<file path="src/rtl/instr_sequencer_if.sv">
// Signal bundle between the instruction sequencer, its host loader and the downstream controller.
// master = host/controller side, slave = sequencer side.
interface instr_sequencer_if #(
   parameter int IW = 16,
   parameter int AW = 4
);
   logic          LoadEn;
   logic [AW-1:0] LoadAddr;
   logic [IW-1:0] LoadData;
   logic [AW:0]   Len;
   logic          Go;
   logic          Ready;
   logic          Start;
   logic [IW-1:0] Instr;
   logic [AW-1:0] PC;
   logic [AW:0]   Count;
   logic          Busy;
   logic          Done;
   logic          Halted;
   logic          Err;

   modport master (
      output LoadEn, LoadAddr, LoadData, Len, Go, Ready,
      input  Start, Instr, PC, Count, Busy, Done, Halted, Err
   );

   modport slave (
      input  LoadEn, LoadAddr, LoadData, Len, Go, Ready,
      output Start, Instr, PC, Count, Busy, Done, Halted, Err
   );
endinterface

</file>
<file path="src/rtl/instr_sequencer.sv">
// Issues a host-loaded program one instruction at a time to the Start/Ready controller.
// Start is registered and high for the whole ISSUE cycle; the next issue waits for Ready to rise again.
module instr_sequencer #(
   parameter int         IW      = 16,
   parameter int         AW      = 4,
   parameter int         TIMEOUT = 8,
   parameter logic [3:0] HALT_OP = 4'hF
) (
   input  logic             CLK,
   input  logic             RST,
   instr_sequencer_if.slave sif
);
   localparam int TW = $clog2(TIMEOUT + 1);

   typedef enum logic [2:0] {
      S_IDLE, S_ISSUE, S_WAIT_ACK, S_WAIT_DONE, S_END
   } state_t;

   state_t        state_q, state_d;
   logic          start_q, start_d;
   logic [IW-1:0] instr_q, instr_d;
   logic [AW-1:0] pc_q, pc_d;
   logic [AW:0]   count_q, count_d;
   logic [AW:0]   len_q, len_d;
   logic [TW-1:0] timer_q, timer_d;
   logic          busy_q, busy_d;
   logic          done_q, done_d;
   logic          halted_q, halted_d;
   logic          err_q, err_d;
   logic          mem_we;
   logic [IW-1:0] mem_q [2**AW];
   logic [AW-1:0] pc_nxt;
   logic          last_instr;

   assign pc_nxt     = pc_q + AW'(1);
   assign last_instr = ({1'b0, pc_q} == len_q - (AW+1)'(1));

   always_ff @(posedge CLK) begin
      if (mem_we) mem_q[sif.LoadAddr] <= sif.LoadData;
   end

   always_ff @(posedge CLK) begin
      if (RST) begin
         state_q  <= S_IDLE;
         start_q  <= 1'b0;
         instr_q  <= '0;
         pc_q     <= '0;
         count_q  <= '0;
         len_q    <= '0;
         timer_q  <= '0;
         busy_q   <= 1'b0;
         done_q   <= 1'b0;
         halted_q <= 1'b0;
         err_q    <= 1'b0;
      end else begin
         state_q  <= state_d;
         start_q  <= start_d;
         instr_q  <= instr_d;
         pc_q     <= pc_d;
         count_q  <= count_d;
         len_q    <= len_d;
         timer_q  <= timer_d;
         busy_q   <= busy_d;
         done_q   <= done_d;
         halted_q <= halted_d;
         err_q    <= err_d;
      end
   end

   // Start is decided on entry to ISSUE so it is registered yet coincides with the ISSUE cycle.
   always_comb begin
      state_d  = state_q;
      start_d  = 1'b0;
      instr_d  = instr_q;
      pc_d     = pc_q;
      count_d  = count_q;
      len_d    = len_q;
      timer_d  = timer_q;
      busy_d   = busy_q;
      done_d   = done_q;
      halted_d = halted_q;
      err_d    = err_q;
      mem_we   = 1'b0;
      unique case (state_q)
         S_IDLE, S_END: begin
            if (sif.Go) begin
               done_d   = 1'b0;
               halted_d = 1'b0;
               err_d    = 1'b0;
               count_d  = '0;
               len_d    = sif.Len;
               if (sif.Len == '0) begin
                  done_d  = 1'b1;
                  state_d = S_END;
               end else begin
                  pc_d    = '0;
                  instr_d = mem_q[0];
                  start_d = (mem_q[0][IW-1 -: 4] != HALT_OP);
                  busy_d  = 1'b1;
                  state_d = S_ISSUE;
               end
            end else if (sif.LoadEn) begin
               mem_we = 1'b1;
            end
         end
         S_ISSUE: begin
            if (instr_q[IW-1 -: 4] == HALT_OP) begin
               halted_d = 1'b1;
               done_d   = 1'b1;
               busy_d   = 1'b0;
               state_d  = S_END;
            end else begin
               timer_d = '0;
               state_d = S_WAIT_ACK;
            end
         end
         S_WAIT_ACK: begin
            if (!sif.Ready) begin
               state_d = S_WAIT_DONE;
            end else if (timer_q == TW'(TIMEOUT - 1)) begin
               err_d   = 1'b1;
               busy_d  = 1'b0;
               state_d = S_END;
            end else begin
               timer_d = timer_q + TW'(1);
            end
         end
         S_WAIT_DONE: begin
            if (sif.Ready) begin
               count_d = count_q + (AW+1)'(1);
               if (last_instr) begin
                  done_d  = 1'b1;
                  busy_d  = 1'b0;
                  state_d = S_END;
               end else begin
                  pc_d    = pc_nxt;
                  instr_d = mem_q[pc_nxt];
                  start_d = (mem_q[pc_nxt][IW-1 -: 4] != HALT_OP);
                  state_d = S_ISSUE;
               end
            end
         end
         default: state_d = S_IDLE;
      endcase
   end

   assign sif.Start  = start_q;
   assign sif.Instr  = instr_q;
   assign sif.PC     = pc_q;
   assign sif.Count  = count_q;
   assign sif.Busy   = busy_q;
   assign sif.Done   = done_q;
   assign sif.Halted = halted_q;
   assign sif.Err    = err_q;
endmodule

</file>
<file path="src/flat_wrapper.sv">
// flat-port wrapper written by rule: the top's interface ports become plain ports
module instr_sequencer_flat 
#(
   parameter int         IW      = 16,
   parameter int         AW      = 4,
   parameter int         TIMEOUT = 8,
   parameter logic [3:0] HALT_OP = 4'hF
)
  (CLK, RST, sif_LoadEn, sif_LoadAddr, sif_LoadData, sif_Len, sif_Go, sif_Ready, sif_Start, sif_Instr, sif_PC, sif_Count, sif_Busy, sif_Done, sif_Halted, sif_Err);
  instr_sequencer_if #(.IW(IW), .AW(AW)) sif_i ();
  input  logic CLK;
  input  logic RST;
  input wire logic [$bits(sif_i.LoadEn)-1:0] sif_LoadEn;
  input wire logic [$bits(sif_i.LoadAddr)-1:0] sif_LoadAddr;
  input wire logic [$bits(sif_i.LoadData)-1:0] sif_LoadData;
  input wire logic [$bits(sif_i.Len)-1:0] sif_Len;
  input wire logic [$bits(sif_i.Go)-1:0] sif_Go;
  input wire logic [$bits(sif_i.Ready)-1:0] sif_Ready;
  output wire logic [$bits(sif_i.Start)-1:0] sif_Start;
  output wire logic [$bits(sif_i.Instr)-1:0] sif_Instr;
  output wire logic [$bits(sif_i.PC)-1:0] sif_PC;
  output wire logic [$bits(sif_i.Count)-1:0] sif_Count;
  output wire logic [$bits(sif_i.Busy)-1:0] sif_Busy;
  output wire logic [$bits(sif_i.Done)-1:0] sif_Done;
  output wire logic [$bits(sif_i.Halted)-1:0] sif_Halted;
  output wire logic [$bits(sif_i.Err)-1:0] sif_Err;
  assign sif_i.LoadEn = sif_LoadEn;
  assign sif_i.LoadAddr = sif_LoadAddr;
  assign sif_i.LoadData = sif_LoadData;
  assign sif_i.Len = sif_Len;
  assign sif_i.Go = sif_Go;
  assign sif_i.Ready = sif_Ready;
  assign sif_Start = sif_i.Start;
  assign sif_Instr = sif_i.Instr;
  assign sif_PC = sif_i.PC;
  assign sif_Count = sif_i.Count;
  assign sif_Busy = sif_i.Busy;
  assign sif_Done = sif_i.Done;
  assign sif_Halted = sif_i.Halted;
  assign sif_Err = sif_i.Err;
  instr_sequencer #(.IW(IW), .AW(AW), .TIMEOUT(TIMEOUT), .HALT_OP(HALT_OP)) u_core (.CLK(CLK), .RST(RST), .sif(sif_i));
endmodule
</file>
<file path="config.mk">
export PLATFORM = sky130hd
export DESIGN_NAME = instr_sequencer_flat
export DESIGN_NICKNAME = d
export VERILOG_FILES = /design/src/rtl/instr_sequencer_if.sv /design/src/rtl/instr_sequencer.sv /design/src/flat_wrapper.sv
export SDC_FILE = /design/constraint.sdc
export NUM_CORES = 1
export LEC_CHECK = 0
export ABC_AREA = 1
export BUFFER_PORTS_ARGS = -buffer_cell sky130_fd_sc_hd__buf_2
export CORE_MARGIN = 2
export CORE_UTILIZATION = 40
export DETAILED_ROUTE_END_ITERATION = 10
export PLACE_DENSITY = 0.55
export SLEW_MARGIN = 5
export SYNTH_ARGS = -nofsm -noshare
export SYNTH_HDL_FRONTEND = slang
export SYNTH_SLANG_ARGS = --single-unit
export TNS_END_PERCENT = 1
</file>
<file path="constraint.sdc">
create_clock -name CLK -period 2.2 [get_ports CLK]
set_input_delay 0.44 -clock CLK [delete_from_list [all_inputs] [get_ports CLK]]
set_output_delay 0.44 -clock CLK [all_outputs]
set_load 0.05 [all_outputs]
</file>
# [After elaboration in Yosys (flattened, before gate mapping)]
# Memory sizes are Yosys's and may differ from the RTL's.
# Cells that the tools add are included.
[word_totals] register_bits=42 ramBits=256 out_inout_bits=30 wordCells=108 n_memories=1
[op_classes] n_addsub=4 n_eq_ne=20 muxes=54 n_reduce_logical=18
[memory_table] name="u_core.mem_q" words=16 width=16 rd=2 rd_ports_with_merged_regs=0 write_ports=1 line="instr_sequencer.sv:31" text="logic [IW-1:0] mem_q [2**AW];"
[op_table] cell="$mux W16" n=4
[op_table] cell="$pmux W16 S2" n=1
[op_table] cell="$mux W4" n=7
[op_table] cell="$mux W1" n=24
[op_table] cell="$mux W3" n=7
[op_table] cell="$pmux W4 S2" n=2
[op_table] cell="$ne A2 B2 Y1 const B" n=7
[op_table] cell="$pmux W3 S4" n=1
[op_table] cell="$mux W5" n=2
[op_table] cell="$pmux W5 S2" n=1
[op_table] cell="$reduce_and A5 Y1" n=2
[op_table] cell="$reduce_and A3 Y1" n=3
[op_table] cell="$add A4 B1 Y4 const B" n=2
[op_table] cell="$ne A4 B4 Y1 const B" n=2
[op_table] cell="$reduce_and A4 Y1" n=2
[op_table] cell="$reduce_and A8 Y1" n=1
[op_table] cell="$reduce_bool A2 Y1" n=4
[op_table] cell="$eq A3 B2 Y1 const B" n=2
[op_table] cell="$ne A2 B1 Y1 const B" n=3
[op_table] cell="$pmux W1 S2" n=3
[op_table] cell="$add A5 B1 Y5 const B" n=1
[op_table] cell="$eq A4 B5 Y1" n=1
[op_table] cell="$logic_not A5 Y1" n=1
[op_table] cell="$sub A5 B1 Y5 const B" n=1
[op_table] cell="other kinds (12)" n=12

# [Depth between registers and ports, before layout]
# Gate-level depths: netlist of the first run.
# An unclocked memory read counts as a cell.
[depth] word_depth=6 ltp_mapped=13

# [Worst setup path before layout of the first run]
# OpenSTA, ideal clock, no wires.
[synth_path] kind="reg-to-reg" from="reg u_core.pc_q[1], in the netlist u_core.sif.PC[1]" to="reg u_core.instr_q[4], in the netlist u_core.sif.Instr[4]" setup_time_ns=0.125 arrival_time_ns=2.077 setup_slack_ns=-0.002 path_stages_with_launch=13 n_path_buf=1 synth_period_minus_slack_ns=2.202 path_cell_list="dfxtp_1 ha_1 clkinv_1 clkbuf_1 nor2_1 o21ai_0 nand3_1 nand3_1 nand2_1 nor2_1 nor2_1 nor2_2 nor2_2"
[synth_via] elab_chain_cells=5 elab_cells_between_ends=8 classes_between="add/sub: 1; eq/ne: 2; mux: 3; reduce/logical: 1; memory: 1"
[synth_lines] item="start: declaration" line="instr_sequencer.sv:22" text="logic [AW-1:0] pc_q, pc_d;"
[synth_lines] item="start signal: assignment" line="instr_sequencer.sv:59" text="pc_q <= pc_d;"
[synth_lines] item="$add A4 B1 Y4" line="instr_sequencer.sv:35" text="assign pc_nxt = pc_q + AW'(1);"
[synth_lines] item="$mem_v2 Z16 W16"
[synth_lines] item="$mux W16" line="instr_sequencer.sv:131" text="if (last_instr) begin"
[synth_lines] item="$mux W16" line="instr_sequencer.sv:129" text="if (sif.Ready) begin"
[synth_lines] item="$pmux W16 S2" line="instr_sequencer.sv:84" text="unique case (state_q)"
[synth_lines] item="end signal: assignment" line="instr_sequencer.sv:58" text="instr_q <= instr_d;"
[synth_lines] item="end: declaration" line="instr_sequencer.sv:21" text="logic [IW-1:0] instr_q, instr_d;"
# Several ways; a longest one is shown, not always the timed one. The select of a mux whose other input is x is not followed.
# A chain may end at the register's enable or synchronous reset.

# [Final worst setup path of the first run]
[layout_path] from="reg u_core.len_q[0]" to="reg u_core.instr_q[5], in the netlist u_core.sif.Instr[5]"
[layout_via] elab_chain_cells=4
[layout_lines] item="start: declaration" line="instr_sequencer.sv:24" text="logic [AW:0] len_q, len_d;"
[layout_lines] item="start signal: assignment" line="instr_sequencer.sv:61" text="len_q <= len_d;"
[layout_lines] item="$sub A5 B1 Y5" line="instr_sequencer.sv:36" text="assign last_instr = ({1'b0, pc_q} == len_q - (AW+1)'(1));"
[layout_lines] item="$eq A4 B5 Y1" line="instr_sequencer.sv:36"
[layout_lines] item="$ne A2 B2 Y1 (no source line)"
[layout_lines] item="$reduce_and A5 Y1 (no source line)"
# No other way between the ends.

==> results.sh, run 1 <==
export IMPL_outcome="finished, final reports clean"
export IMPL_syn_num_nets=1235
export IMPL_synth_edf_count=256
export IMPL_async_flop_share=0
export IMPL_routed_wl_um=32600
export IMPL_finalCritPeriodShare=0.915
export IMPL_route_detailed_drc=0
export IMPL_synth_commonest_cells="nor2_1, edfxtp_1, nand2_1"
export IMPL_start_util=0.405
export IMPL_avgSynthCellArea_um2=10.6
export IMPL_power_density_nw_per_um2=1160
export IMPL_final_setup_skew_ns=0.0173
export IMPL_hold_violations=0
export IMPL_tns_ns=0
export IMPL_dr_pass1_iters=5
export IMPL_crit_top_cell="nor2_1"
export IMPL_required_ns=2.59
export IMPL_slew_headroom=0.674
export IMPL_die_x_um=182
export IMPL_ir_worst_vdd_mv=0.800
export IMPL_grt_pass1_wl_um=50400
export IMPL_yosysSeqAreaShare=0.669
export IMPL_core_region_area_um2=31500
export IMPL_yosys_warnings=0
export IMPL_cts_tree="built"
export IMPL_worst_pin_slew_ns=0.488
export IMPL_layout_cells_non_filler=1719
export IMPL_ys_top_cells_by_area="edfxtp_1, nor2_1, dfxtp_1"
export IMPL_power_mw=17.5
export IMPL_hold_depth=3
export IMPL_finalSetupViolations=0
export IMPL_wl_per_cell_um=19.0
export IMPL_maxCapViolations=0
export IMPL_drv_slew=0
export IMPL_path_max_fanout=11
export IMPL_netlist_area_um2=12700
export IMPL_pre_cts_ws_ns=0.190
export IMPL_ioPinCount=60
export IMPL_cts_buffer_depth=3
export IMPL_critPathMaxStageDelay_ns=0.37
export IMPL_grt_usage=0.201
export IMPL_viasPerCell=5.13
export IMPL_start_kind="flop"
export IMPL_placed_cell_area_um2=13900
export IMPL_ant_nets=0
export IMPL_synth_cell_types=42
export IMPL_r2r_cells=11
export IMPL_arrival_ns=2.40
export IMPL_clkSinkCount=298
export IMPL_cp_end_kind="flop"
export IMPL_grt_overflow=0
export IMPL_synth_top_area_cell="edfxtp_1"
export IMPL_rows=65
export IMPL_root_buffer="clkbuf_16"
export IMPL_clkTransAtPathRegs_ns=0.07
export IMPL_grt_max_degree=50
export IMPL_critPathSlowestCell="dfxtp_1"
export IMPL_syn_to_final_growth_pct=18.0
export IMPL_holdBufCountCts=0
export IMPL_worstSetupPathType="reg -> reg"
export IMPL_placedCellCount=1658
export IMPL_antenna_cells=0
export IMPL_finalWeightedCongestion=0.800
export IMPL_synthFlopType="edfxtp_1"
export IMPL_netlist_area_leader_share=0.603
export IMPL_power_leakage_nw=5.63
export IMPL_postSynthCellCount=1201
export IMPL_dieHeight_um=182
export IMPL_numCtsBuffers=34
export IMPL_dieArea_um2=33300
export IMPL_hold_path_class="in -> reg"
export IMPL_rsz0062_at_grt="false"
export IMPL_grt_pass1_vias=8586
export IMPL_htreeDepth=2
export IMPL_vias=8815
export IMPL_synth_most_common_cell="nor2_1"
export IMPL_period_needed_ns=2.01
export IMPL_drive_gt1_frac=0.159
export IMPL_antenna_found_initial=0
export IMPL_hpwl_um=20300
export IMPL_setup_ws_ns=0.186
export IMPL_final_cell_area_um2=15000
export IMPL_worstPathCellList="inv_1, ha_1, xor2_1, nand3_1, nor2_2, nand3_4, buf_4, nand3_1, nor2_1, nor2_1, nor2_1"
export IMPL_drt_iter0_markers=582
export IMPL_synth_seq_cells=298
export IMPL_nets=1326
export IMPL_fill_cells=2876
export IMPL_clk_latency_ns=0.52
export IMPL_fmax_mhz=497
export IMPL_portBuffers=59
-- final timing paths --
kind | start | endpoint | slack [ns]
max reg2reg | u_core.len_q[0] | u_core.sif.Instr[5] | 0.19
min reg2reg | u_core.sif.Err | u_core.sif.Err | 0.45
min | sif_Len[4] | u_core.len_q[4] | 0.16
max | u_core.len_q[0] | u_core.sif.Instr[5] | 0.19
-- registers in the layout (all words and copies together), names as in the netlist --
name               cells
u_core.sif.Busy        1
u_core.sif.Err         1
u_core.len_q           5
u_core.sif.PC          4
u_core.sif.Start       1
u_core.sif.Instr      16
u_core.timer_q         4
u_core.sif.Done        1
u_core.sif.Halted      1
u_core.sif.Count       5
u_core.state_q         3
u_core.mem_q         256
-- critical path: cells and delay by family (launching register included) --
kind          cells  cell delay [ns]
fa+ha+maj         1             0.31
buf+inv           2             0.31
flops             1             0.37
simple gates      7             0.74
xor+xnor          1             0.14
-- metrics by stage --
stage,util,hold slack (ns)
detailed placement,0.443,0.442
floorplan,-,0.448
global route,0.477,0.177
CTS,0.477,0.147
finish,0.477,0.161
global placement,0.443,0.438
-- cell families (layout without fill, tap and decap cells) --
group	count (synthesis)	count (layout)	synth area share
adder cells (fa/ha/maj)	4	4	0.00393
XOR/XNOR	12	12	0.0115
AO/OA/AOI/OAI	188	188	0.0805
buffers and inverters	144	260	0.0509
flip-flops	298	298	0.669
AND/OR/NAND/NOR	555	555	0.184
-- power breakdown --
| part | internal (mW) | total (mW) | switching, mW |
|---|---|---|---|
| combinational | 1.68 | 5.35 | 3.68 |
| sequential | 6.39 | 6.60 | 0.212 |
| clock | 3.28 | 5.50 | 2.22 |
-- cell usage in the layout (no fill, tap or decap), types with 2 or more instances in the layout --
cell type,count
ha_1,3
inv_1,75
nor2_4,2
o21ai_0,109
clkinv_1,5
inv_2,2
nand3_1,88
edfxtp_1,256
buf_12,19
clkbuf_1,12
clkbuf_8,5
buf_4,38
a21oi_1,35
nand3_4,2
nand4_1,3
nor2_2,23
nand2_1,170
xnor2_1,4
buf_2,59
clkinv_2,2
o211ai_1,23
xor2_1,3
nor3_1,9
xor2_2,3
xnor2_4,2
bufinv_16,2
dfxtp_1,40
o22ai_1,12
nor2_1,252
inv_6,2
o21ai_1,5
clkbuf_16,34
-- layer usage --
metal / up-vias / share of wire / global-route usage
met5: - / 0 / 0
met4: 0 / 0.022 / 0.0610
met3: 55 / 0.053 / 0.0357
met2: 228 / 0.46 / 0.323
met1: 4238 / 0.46 / 0.279
li1: 4294 / - / -
-- layout make-up --
cell class	instances	area [µm²]	share of cell area
inverter	82	319	0.0212
sequential	298	8530	0.568
timing repair buffer	117	972	0.0647
clock inverter	10	118	0.00783
multi-input combinational	759	3620	0.241
tap	402	503	0.0335
clock buffer	51	965	0.0642
-- what timing repair did --
| item | in CTS | in global routing |
|---|---|---|
| gates resized for setup | 0 | 1 |
| endpoints found under the hold margin | 0 | 0 |
| buffers inserted | 0 | 0 |
| endpoints found under the setup margin | 0 | 2 |
No activity file was read; power rests on OpenSTA's default activity.
==> run 2: changes to the inputs <==
--- a/config.mk
+++ b/config.mk
@@ -7,10 +7,9 @@
 export LEC_CHECK = 0
 export ABC_AREA = 1
 export BUFFER_PORTS_ARGS = -buffer_cell sky130_fd_sc_hd__buf_2
-export CORE_MARGIN = 2
-export CORE_UTILIZATION = 40
+export CORE_UTILIZATION = 50
 export DETAILED_ROUTE_END_ITERATION = 10
-export PLACE_DENSITY = 0.55
+export PLACE_DENSITY = 0.66
 export SLEW_MARGIN = 5
 export SYNTH_ARGS = -nofsm -noshare
 export SYNTH_HDL_FRONTEND = slang
==> run 2 against run 1 <==
- non-clock buffer count fell by 6
- die area fell by 22%
- cell area fell by 0.57%
- highest routed layer unchanged
- critical path type unchanged
- final cell count fell by 4.7%
- critical endpoint is now u_core.sif.Instr[9]
- combinational power rose by 6.0%
- critical path depth fell by 1
- via count rose by 0.99%
- clock skew fell by 0.0086 ns
- global-route usage rose by 4.2 points
- core utilization rose by 12 points
- wire length fell by 1.9%
- sequential cell count did not move
==> results.sh, run 2 (same netlist as run 1, synthesis figures left out) <==
export IMPL_root_buffer="clkbuf_16"
export IMPL_path_max_fanout=15
export IMPL_worstSetupPathType="reg -> reg"
export IMPL_grt_usage=0.243
export IMPL_arrival_ns=2.53
export IMPL_hold_path_class="in -> reg"
export IMPL_slew_headroom=0.459
export IMPL_fin_util=0.595
export IMPL_setup_ws_ns=0.101
export IMPL_core_region_area_um2=25100
export IMPL_finalWeightedCongestion=0.913
export IMPL_cts_setup_buffers=0
export IMPL_critPathSlowestCell="xnor2_4"
export IMPL_mostFrequentLayoutCell="nor2_1"
export IMPL_ir_worst_vdd_mv=0.714
export IMPL_drt_iter0_markers=976
export IMPL_power_leakage_nw=5.61
export IMPL_pre_cts_ws_ns=-0.101
export IMPL_clkTransAtPathRegs_ns=0.06
export IMPL_dr_pass1_iters=5
export IMPL_dieHeight_um=162
export IMPL_placed_cell_area_um2=13800
export IMPL_grt_pass1_vias=8411
export IMPL_cp_num_buf_inv=1
export IMPL_wl_per_cell_um=19.5
export IMPL_route_detailed_drc=0
export IMPL_antenna_found_initial=0
export IMPL_grt_max_degree=93
export IMPL_cts_buffer_depth=3
export IMPL_path_delay_family="XOR/XNOR gates"
export IMPL_clk_latency_ns=0.56
export IMPL_hold_violations=0
export IMPL_htreeDepth=1
export IMPL_vias=8902
export IMPL_start_util=0.507
export IMPL_drive_gt1_frac=0.155
export IMPL_rsz0062_at_grt="true"
export IMPL_die_x_um=162
export IMPL_antenna_cells=0
export IMPL_multi_input_area_um2=3630
export IMPL_start_kind="flop"
export IMPL_largest_reg_flops=256
export IMPL_ff_latch_area_um2=8530
export IMPL_syn_to_final_growth_pct=17.3
export IMPL_grt_pass1_wl_um=48300
export IMPL_period_needed_ns=2.10
export IMPL_viasPerCell=5.43
export IMPL_finalCritPeriodShare=0.954
export IMPL_power_mw=17.4
export IMPL_grt_overflow=0
export IMPL_mostFrequentLayoutCells="nor2_1, edfxtp_1, nand2_1"
export IMPL_clkSinkCount=298
export IMPL_cts_tree="built"
export IMPL_cp_end_kind="flop"
export IMPL_drv_slew=0
export IMPL_dieArea_um2=26100
export IMPL_fill_cells=2067
export IMPL_worstPathCellList="ha_4, xnor2_4, buf_4, o211ai_1, nand2_1, nor2_1, nor2_1, nor2_1, nor2_1, nor2_1"
export IMPL_final_cell_area_um2=14900
export IMPL_crit_top_cell="nor2_1"
export IMPL_critPathMaxStageDelay_ns=0.67
export IMPL_fmax_mhz=476
export IMPL_ioPinCount=60
export IMPL_maxCapViolations=0
export IMPL_outcome="finished, final reports clean"
export IMPL_required_ns=2.63
export IMPL_top_register="u_core.mem_q"
export IMPL_final_setup_skew_ns=0.00870
export IMPL_nets=1318
export IMPL_hpwl_um=18700
export IMPL_portBuffers=59
export IMPL_ant_nets=0
export IMPL_numCtsBuffers=31
export IMPL_power_density_nw_per_um2=1170
export IMPL_finalSetupViolations=0
export IMPL_worst_pin_slew_ns=0.812
export IMPL_rows=58
export IMPL_routed_wl_um=32000
==> run 2: changes by cell type in the layout (fill, tap and decap cells not counted), sizes merged <==
cell / delta
clkinv: +12
bufinv: +2
clkbuf: -16
clkinvlp: +1
xnor2: +1
buf: -8
==> run 2: worst paths after layout <==
path | start | endpoint | slack (ns) | cells past startpoint
hold / removal | sif_Len[4] | u_core.len_q[4] | 0.12 | 3
setup reg to reg | u_core.sif.PC[0] | u_core.sif.Instr[9] | 0.10 | 10
setup / recovery | u_core.sif.PC[0] | u_core.sif.Instr[9] | 0.10 | 10
hold reg to reg | u_core.sif.Err | u_core.sif.Err | 0.45 | 2
==> run 2: metal layers <==
metal / vias up / part of all wire / GRT usage
met4: 0 / 0.016 / 0.0592
li1: 4273 / - / -
met1: 4190 / 0.44 / 0.354
met2: 392 / 0.46 / 0.387
met3: 47 / 0.085 / 0.0339
met5: - / 0 / 0
==> run 2: layout make-up <==
cell class              instances  share of cell area
clock inverters                25              0.0156
clock buffers                  33              0.0524
flip-flops and latches        298               0.571
well taps                     330              0.0276
repair buffers                111              0.0691
multi-input cells             760               0.243
inverters                      82              0.0213
==> run 2: through the flow <==
step / instances / hold WS, ns / setup TNS [ns]
detailed placement: 1578 / 0.440 / -0.588
global route: 1639 / 0.125 / -0.0108
global placement: 1578 / 0.438 / -0.412
floorplan: 1201 / 0.448 / 0
CTS: 1637 / 0.114 / 0
finish: 1639 / 0.124 / 0
==> run 2: worst min-delay path: stages <==
cell and delay [ns]:
buf_2 0.08, nor2_1 0.04, nor2_1 0.08
==> run 2: power by group <==
| group | internal, mW | switching (mW) | total, mW | leakage [nW] |
|---|---|---|---|---|
| Combinational | 1.77 | 3.90 | 5.67 | 2.46 |
| Clock | 3.04 | 2.16 | 5.20 | 0.507 |
| Sequential | 6.39 | 0.184 | 6.57 | 2.65 |
==> run 2: repair_timing <==
item | CTS | global route
cloned | 1 | 2
hold buffers | 0 | 0
gates resized for setup | 0 | 8
pin swaps | 1 | 0
hold endpoints to repair | 0 | 0
endpoints found under the setup margin | 14 | 15
==> run 3: changes to the inputs <==
--- a/config.mk
+++ b/config.mk
@@ -10,6 +10,7 @@
 export CORE_UTILIZATION = 50
 export DETAILED_ROUTE_END_ITERATION = 10
 export PLACE_DENSITY = 0.66
+export REMOVE_ABC_BUFFERS = 1
 export SLEW_MARGIN = 5
 export SYNTH_ARGS = -nofsm -noshare
 export SYNTH_HDL_FRONTEND = slang
==> run 3 against run 2 <==
- first-iteration DRC count decreased by 7.5%
- register-to-register slack better by 0.07 ns
- final cell count is 0.24% lower
- total power decreased by 1.2%
- worst setup slack lost 0.048 ns
- the flow now finishes with violations (DRC)
- non-clock buffer count decreased by 1
- combinational power down 3%
- count of clock-buffer cells in the layout up 16
- sequential cell count unchanged
- sequential power is essentially flat
- sequential share of layout area increased by 0.079 points
- largest cell class unchanged
- largest power group unchanged
- core utilization is 0.10 points lower
==> results.sh, run 3 (same netlist as run 1, synthesis figures left out) <==
export IMPL_finalCritPeriodShare=0.976
export IMPL_vias=8908
export IMPL_met2_usage=0.399
export IMPL_maxCapViolations=0
export IMPL_hpwl_um=18300
export IMPL_hold_path_class="in -> reg"
export IMPL_finalWeightedCongestion=0.846
export IMPL_root_buffer="clkbuf_16"
export IMPL_met1_usage=0.342
export IMPL_grt_max_degree=59
export IMPL_final_cell_area_um2=14900
export IMPL_holdBufCountCts=0
export IMPL_grt_most_used_layer="met2"
export IMPL_path_delay_family="buffers and inverters"
export IMPL_required_ns=1.76
export IMPL_clkSinkCount=298
export IMPL_arrival_ns=1.71
export IMPL_rrSetupSlack_ns=0.17
export IMPL_fmax_mhz=466
export IMPL_rows=58
export IMPL_power_density_nw_per_um2=1150
export IMPL_mostFrequentLayoutCells="edfxtp_1, nor2_1, nand2_1"
export IMPL_drv_slew=0
export IMPL_hold_violations=0
export IMPL_critPathMaxStageDelay_ns=0.40
export IMPL_hp_start="sif_Len[3]"
export IMPL_slew_headroom=0.554
export IMPL_numCtsBuffers=30
export IMPL_drt_iter0_markers=903
export IMPL_ir_worst_vdd_mv=0.625
export IMPL_clk_latency_ns=0.55
export IMPL_power_leakage_nw=5.59
export IMPL_dieHeight_um=162
export IMPL_grt_pass1_wl_um=48000
export IMPL_period_needed_ns=2.15
export IMPL_portBuffers=59
export IMPL_largest_reg_flops=256
export IMPL_cp_end_kind="output port"
export IMPL_top_register="u_core.mem_q"
export IMPL_mostFrequentLayoutCell="edfxtp_1"
export IMPL_fin_util=0.594
export IMPL_dr_pass1_iters=8
export IMPL_wl_per_cell_um=19.3
export IMPL_rsz0062_at_grt="true"
export IMPL_route_detailed_drc=1
export IMPL_fill_cells=2029
export IMPL_cp_num_buf_inv=3
export IMPL_htreeDepth=1
export IMPL_grt_usage=0.243
export IMPL_critPathSlowestCell="dfxtp_4"
export IMPL_placed_cell_area_um2=13800
export IMPL_clkTransAtPathRegs_ns=0.06
export IMPL_drive_gt1_frac=0.155
export IMPL_outcome="complete, but fails checks"
export IMPL_rr_startpoint="u_core.sif.PC[0]"
export IMPL_viasPerCell=5.45
export IMPL_cp_startpoint="u_core.sif.PC[0]"
export IMPL_antenna_cells=0
export IMPL_nets=1315
export IMPL_worst_pin_slew_ns=0.668
export IMPL_core_region_area_um2=25100
export IMPL_die_x_um=162
export IMPL_worstSetupPathType="reg -> out"
export IMPL_worstPathCellList="buf_16, buf_16, buf_4"
export IMPL_start_kind="flop"
export IMPL_power_mw=17.2
export IMPL_dieArea_um2=26100
export IMPL_ant_nets=0
export IMPL_grt_overflow=0
export IMPL_violations="DRC"
export IMPL_final_setup_skew_ns=0.0138
export IMPL_ioPinCount=60
export IMPL_cts_tree="built"
export IMPL_syn_to_final_growth_pct=17.1
export IMPL_start_util=0.507
export IMPL_met3_usage=0.0388
export IMPL_grt_pass1_vias=8420
export IMPL_crit_top_cell="buf_16"
export IMPL_antenna_found_initial=0
export IMPL_routed_wl_um=31500
export IMPL_cts_buffer_depth=3
export IMPL_path_max_fanout=52
export IMPL_finalSetupViolations=0
==> run 3: cell count changes in the layout (fill, tap and decap cells not counted), sizes merged <==
cell	previous run	this run
xnor2	7	6
bufbuf	0	1
clkbuf	35	49
inv	81	80
clkinv	20	5
bufinv	4	2
==> run 3: worst paths after layout <==
path | to | cells after the start
max | sif_PC[0] | 3
min | u_core.len_q[3] | 3
max reg2reg | u_core.sif.Instr[10] | 10
min reg2reg | u_core.sif.Err | 2
==> run 3: what timing repair did <==
item / CTS / global route
setup buffers: 0 / 1
gates resized for setup: 3 / 1
pin swaps: 0 / 1
endpoints found under the setup margin: 1 / 11
cloned: 1 / 0
==> run 3: stage by stage <==
stage          instances  TNS (ns)  setup slack [ns]  hold WS (ns)
2_1_floorplan       1139    -88.76             -4.30         0.448
3_3_place_gp        1577         0             0.186         0.435
3_5_place_dp        1577         0             0.154         0.440
4_1_cts             1634         0            0.0596         0.120
5_1_grt             1635  -0.00780          -0.00780         0.148
6_report            1635         0            0.0520         0.138
==> run 3: area by class of cell <==
cell class                      instances  area, µm²  area share
Tap cell                              330        413      0.0277
Clock buffer                           49        915      0.0613
Clock inverter                          7       93.8     0.00629
Sequential cell                       298       8530       0.572
Inverter                               82        318      0.0213
Multi-Input combinational cell        759       3630       0.243
Timing Repair Buffer                  110       1020      0.0684
==> run 3: per-layer routing <==
metal	wire length [µm]	vias to the layer above
met5	0	-
met1	13900	4270
met3	2260	42
li1	-	4267
met4	449	0
met2	14900	329
==> run 3: report_power, final <==
| group | total, mW | internal, mW | switching, mW | leakage [nW] |
|---|---|---|---|---|
| logic | 5.49 | 1.78 | 3.71 | 2.45 |
| registers | 6.59 | 6.39 | 0.209 | 2.65 |
| clock network | 5.14 | 3.07 | 2.08 | 0.485 |
| total | 17.2 | 11.2 | 6.00 | 5.59 |
==> run 3: worst register-to-register path, cell delays in order, from the launching register on <==
cell      delay [ns]
dfxtp_4         0.38
ha_4            0.19
xnor2_4         0.54
buf_12          0.26
o211ai_1        0.13
nand2_1         0.07
nor2_1          0.04
nor2_1          0.12
nor2_1          0.05
nor2_1          0.08
nor2_1          0.05
